File: src/rtl/fifo_wr_arbiter.sv
// rtl/fifo_wr_arbiter.sv - round-robin write arbiter and read gate in front of a flagless fifo
// Optional build macro: FIFO_WR_ARB_FIXED_PRI_EN (fixed priority, lowest eligible index wins)
module fifo_wr_arbiter #(
  parameter int N = 10,
  parameter int M = 8,
  parameter int R = 4
) (
  input  logic                   clk,
  input  logic                   rst,
  input  logic [R-1:0]           req,
  input  logic [R*M-1:0]         req_data,
  output logic [R-1:0]           gnt,
  input  logic                   rd_req,
  output logic                   rd_gnt,
  output logic                   fifo_wr,
  output logic [M-1:0]           fifo_din,
  output logic                   fifo_rd,
  output logic [$clog2(N+1)-1:0] count,
  output logic                   full,
  output logic                   empty
);

  localparam int CW = $clog2(N+1);
  localparam int PW = (R > 1) ? $clog2(R) : 1;

  logic [R-1:0]  elig;
  logic          found;
  logic [PW-1:0] sel;
  logic          wr_go;
  logic          rd_go;

`ifndef FIFO_WR_ARB_FIXED_PRI_EN
  logic [PW-1:0] ptr;
  logic [PW-1:0] ptr_next;
`endif

  // Pick the winning requester; a requester whose grant is high sits out one edge.
  always_comb begin
    elig  = req & ~gnt;
    found = 1'b0;
    sel   = '0;
`ifdef FIFO_WR_ARB_FIXED_PRI_EN
    for (int i = R - 1; i >= 0; i--) begin
      if (elig[i]) begin
        found = 1'b1;
        sel   = PW'(i);
      end
    end
`else
    for (int k = 0; k < R; k++) begin
      if (!found && elig[(int'(ptr) + k) % R]) begin
        found = 1'b1;
        sel   = PW'((int'(ptr) + k) % R);
      end
    end
`endif
  end

`ifndef FIFO_WR_ARB_FIXED_PRI_EN
  // Pointer moves to the index just after the winner, wrapping at R.
  always_comb begin
    ptr_next = (sel == PW'(R - 1)) ? '0 : sel + PW'(1);
  end
`endif

  // Writes need a free slot; reads need committed data and are spaced by one idle cycle.
  always_comb begin
    wr_go = found && (count < CW'(N));
    rd_go = rd_req && (count != '0) && !rd_gnt;
  end

  // Registered grants, fifo strobes and occupancy tracking.
  always_ff @(posedge clk or negedge rst) begin
    if (!rst) begin
      gnt      <= '0;
      rd_gnt   <= 1'b0;
      fifo_wr  <= 1'b0;
      fifo_rd  <= 1'b0;
      fifo_din <= '0;
      count    <= '0;
`ifndef FIFO_WR_ARB_FIXED_PRI_EN
      ptr      <= '0;
`endif
    end else begin
      gnt     <= '0;
      fifo_wr <= 1'b0;
      if (wr_go) begin
        gnt      <= {{(R-1){1'b0}}, 1'b1} << sel;
        fifo_wr  <= 1'b1;
        fifo_din <= req_data[int'(sel)*M +: M];
`ifndef FIFO_WR_ARB_FIXED_PRI_EN
        ptr      <= ptr_next;
`endif
      end
      rd_gnt  <= rd_go;
      fifo_rd <= rd_go;
      case ({wr_go, rd_go})
        2'b10:   count <= count + CW'(1);
        2'b01:   count <= count - CW'(1);
        default: count <= count;
      endcase
    end
  end

  // Flags follow the registered count.
  always_comb begin
    full  = (count == CW'(N));
    empty = (count == '0);
  end

endmodule

File: config.mk
export PLATFORM = sky130hd
export DESIGN_NAME = fifo_wr_arbiter
export DESIGN_NICKNAME = d
export VERILOG_FILES = /design/src/rtl/fifo_wr_arbiter.sv
export SDC_FILE = /design/constraint.sdc
export NUM_CORES = 1
export LEC_CHECK = 0
export ABC_AREA = 1
export BUFFER_PORTS_ARGS = -buffer_cell sky130_fd_sc_hd__buf_4
export CORE_ASPECT_RATIO = 1.75
export CORE_MARGIN = 4
export CORE_UTILIZATION = 45
export CTS_BUF_LIST = sky130_fd_sc_hd__clkbuf_2 sky130_fd_sc_hd__clkbuf_4 sky130_fd_sc_hd__clkbuf_8
export DETAILED_ROUTE_END_ITERATION = 6
export HOLD_SLACK_MARGIN = 0.03
export PLACE_DENSITY = 0.78
export SETUP_SLACK_MARGIN = 0.1
export SLEW_MARGIN = 10
export SYNTH_ARGS = -nofsm -noshare
export SYNTH_HDL_FRONTEND = slang
export SYNTH_SLANG_ARGS = --single-unit
File: constraint.sdc
create_clock -name clk -period 3.1 [get_ports clk]
set_input_delay 0.155 -clock clk [delete_from_list [all_inputs] [get_ports clk]]
set_output_delay 0.155 -clock clk [all_outputs]
set_load 0.01 [all_outputs]
==> results_dict.tcl <==
set metrics [dict create \
    final_hold_viol_count 0 \
    clock_path_buffers 2 \
    fin_crit_sh 0.862 \
    timing.max_slew.rel_slack 0.673 \
    setup_repair_after_global_routing_missed_its_margin "no" \
    postSynthRegisterBits 20 \
    post-cts-setup-buffers 0 \
    netlist-cell-type-count 30 \
    detailroute.via_count 1700 \
    fraction_of_final_layout_cells_sized_beyond_drive_strength_1 0.281 \
    htreeDepth 1 \
    total_power_mw 2.82 \
    design.core.area_um2 3430 \
    leakagePower_nw 1.28 \
    share_of_synthesized_area_occupied_by_flip_flops_and_latches 0.305 \
    peakVddDrop_v 0.000655 \
    track_usage 0.196 \
    synthesis.area_um2 1640 \
    timing.setup.critical_path_class "reg -> reg" \
    synthCells 244 \
    setup.worst_path.start_class "flip-flop" \
    setup_viol 0 \
    via_per_instance_ratio 4.90 \
    flow.area_growth_from_synthesis_pct 32.7 \
    routabilityCongestion 0.809 \
    tritoncts "yes" \
    synth_fp_nets 291 \
    route.detailed.wl_per_inst_um 11.8 \
    worst_setup_hold_path_clk_slew_ps 80 \
    number_of_buffers_added_by_the_clock_tree_synthesis_step 3 \
    synth-edff-count 0 \
    worst_hold_class "in -> reg" \
    grt-ovfl-total 0 \
    number_of_global_route_vias_before_repair 1707 \
    fillers 341 \
    insertedDiodeCount 0 \
    dr.pass1.iters 7 \
    die_wd_um 53.7 \
    global_route_wire_length_before_repair_mm 6.96 \
    layout_min_cycle_time_ps 2670 \
    synth.largest_area_cell "sky130_fd_sc_hd__dfrtp_1" \
    design.die.area_um2 4720 \
    finalWirelength_mm 4.10 \
    final-seq-area_um2 502 \
    arrival_ps 2820 \
    outcome "completed" \
    post_synth.cell_area_avg_um2 6.73 \
    timing.final.ws_setup_ps 427 \
    timing.hold.worst_path_depth 2 \
    std_cell_rows 28 \
    cts_num_sinks 20 \
    critPathCaptureType "flip-flop" \
    synthArstFlopShare 1.00 \
    worstMarginPinSlew_ps 490 \
    finClkSkew_ps 1.22 \
    grt_antenna_before_repair 0 \
    fmax_mhz 374 \
    cp.required_ps 3250 \
    clock_latency_ps 260 \
    pin_count_of_the_biggest_net_entering_global_routing 21 \
    dpl.hpwl_mm 3.26 \
    synth_flop_cell "sky130_fd_sc_hd__dfrtp_1" \
    max_cap_violations 0 \
    io_pins 60 \
    drt-initial-drc-count 26 \
    port_buffers 59 \
    final.setup.tns_ps 0 \
    clock_tree.root_cell "sky130_fd_sc_hd__clkbuf_8" \
    initial_cell_density_of_the_core 0.478 \
    design.final.nets 350 \
    yosysTopAreaCellShare 0.305 \
    timing.reg2reg.worst_path_depth 18 \
    worst_slack_at_placement_ps 383 \
    total_power_density_per_cell_area_nw_per_um2 1290 \
    finalMaxSlewViolations 0 \
    synth.top_cells.by_area "sky130_fd_sc_hd__dfrtp_1, sky130_fd_sc_hd__nand2_1, sky130_fd_sc_hd__nand3_1, sky130_fd_sc_hd__inv_1, sky130_fd_sc_hd__ha_1" \
    ant_nets 0 \
    utilization 0.635 \
    die_h_um 87.9 \
    timing.critical_path.fanout_max 8 \
    multiInputGateArea_um2 900 \
    synth-warning-count 0 \
    drc_errors 0 \
]
-- critical path, cell delays in order (launching register included) --
cell and delay, ps:
sky130_fd_sc_hd__dfrtp_1 450, sky130_fd_sc_hd__inv_2 160, sky130_fd_sc_hd__nand2_1 70, sky130_fd_sc_hd__nand2_1 110
sky130_fd_sc_hd__nand3_2 100, sky130_fd_sc_hd__nand2_4 100, sky130_fd_sc_hd__nand2_1 50, sky130_fd_sc_hd__nor2_1 110
sky130_fd_sc_hd__inv_2 60, sky130_fd_sc_hd__o22ai_4 100, sky130_fd_sc_hd__ha_1 210, sky130_fd_sc_hd__ha_1 270
sky130_fd_sc_hd__nand2_1 70, sky130_fd_sc_hd__nor2_1 40, sky130_fd_sc_hd__a211oi_1 260, sky130_fd_sc_hd__nor2_1 70
sky130_fd_sc_hd__nor2_1 100, sky130_fd_sc_hd__nand2_1 80, sky130_fd_sc_hd__xor2_1 140
-- report_power, final --
group	switching, mW	internal [mW]	leakage (nW)
clock network	0.0921	0.172	0.0357
logic	1.27	0.753	0.997
registers	0.120	0.405	0.245
-- per-stage QoR --
step	cell area, um^2	hold WS (ps)	instances
global placement	2100	52.9	342
global route	2180	187	347
floorplan	1640	-141	244
detailed placement	2100	52.4	342
CTS	2180	183	347
finish	2180	189	347
-- routing by layer --
metal | vias to the layer above | track usage | part of all wire
li1 | 865 | - | -
met1 | 759 | 0.215 | 0.37
met2 | 63 | 0.350 | 0.54
met3 | 13 | 0.0204 | 0.051
met4 | 0 | 0.109 | 0.033
met5 | - | 0 | 0
-- area by class of cell --
cell class	instances	area share
Multi-Input combinational cell	167	0.413
Inverter	50	0.0873
Sequential cell	20	0.230
Tap cell	45	0.0258
Timing Repair Buffer	61	0.211
Clock inverter	1	0.0138
Clock buffer	3	0.0189
-- synthesized netlist by cell type, drive strengths merged (2+ instances only) --
cell	number
nand2	81
nand3	48
ha	7
inv	50
nor2	13
buf	7
dfrtp	20
xor2	2
o21ai	5
nand4	2
nor4	2
-- repair_timing --
action / in CTS / in global routing
endpoints found under the hold margin: 20 / 0
hold buffers: 1 / 0
resized for setup: 0 / 1
setup endpoints to repair: 0 / 1
-- final timing paths --
path	end	slack (ps)	startpoint
hold reg to reg	fifo_din[5]	490	fifo_din[5]
max in group asynchronous	ptr[0]	2570	rst
setup reg to reg	count[3]	430	ptr[1]
hold / removal	fifo_rd	190	rd_req
min in group asynchronous	gnt[3]	300	rst
setup / recovery	count[3]	430	ptr[1]
-- state kept, by name, indices dropped and copies added (netlist names) --
register and flops:
fifo_rd 1, fifo_din 8, count 4, fifo_wr 1, ptr 2, gnt 4
-- logic make-up after synthesis --
logic type | count (synthesis) | share of synthesized area
AND/OR/NAND/NOR | 147 | 0.424
buffers and inverters | 57 | 0.148
flip-flops | 20 | 0.305
AO/OA/AOI/OAI | 9 | 0.0419
adder cells (fa/ha/maj) | 8 | 0.0655
XOR/XNOR | 3 | 0.0160
-- placed cells by master (no fill, tap or decap), types with 2 or more instances in the layout --
cell type	instances
sky130_fd_sc_hd__nand3_2	3
sky130_fd_sc_hd__nor2_1	10
sky130_fd_sc_hd__o21ai_1	2
sky130_fd_sc_hd__nand2_1	75
sky130_fd_sc_hd__dfrtp_1	19
sky130_fd_sc_hd__nand2_2	3
sky130_fd_sc_hd__nor4_1	2
sky130_fd_sc_hd__inv_1	46
sky130_fd_sc_hd__ha_1	7
sky130_fd_sc_hd__clkbuf_8	3
sky130_fd_sc_hd__o21ai_0	2
sky130_fd_sc_hd__nand3_1	44
sky130_fd_sc_hd__buf_4	60
sky130_fd_sc_hd__xor2_1	2
sky130_fd_sc_hd__nand2_4	3
sky130_fd_sc_hd__nor2_2	3
sky130_fd_sc_hd__inv_2	3
Note: power is estimated with default switching activity, not from simulation.
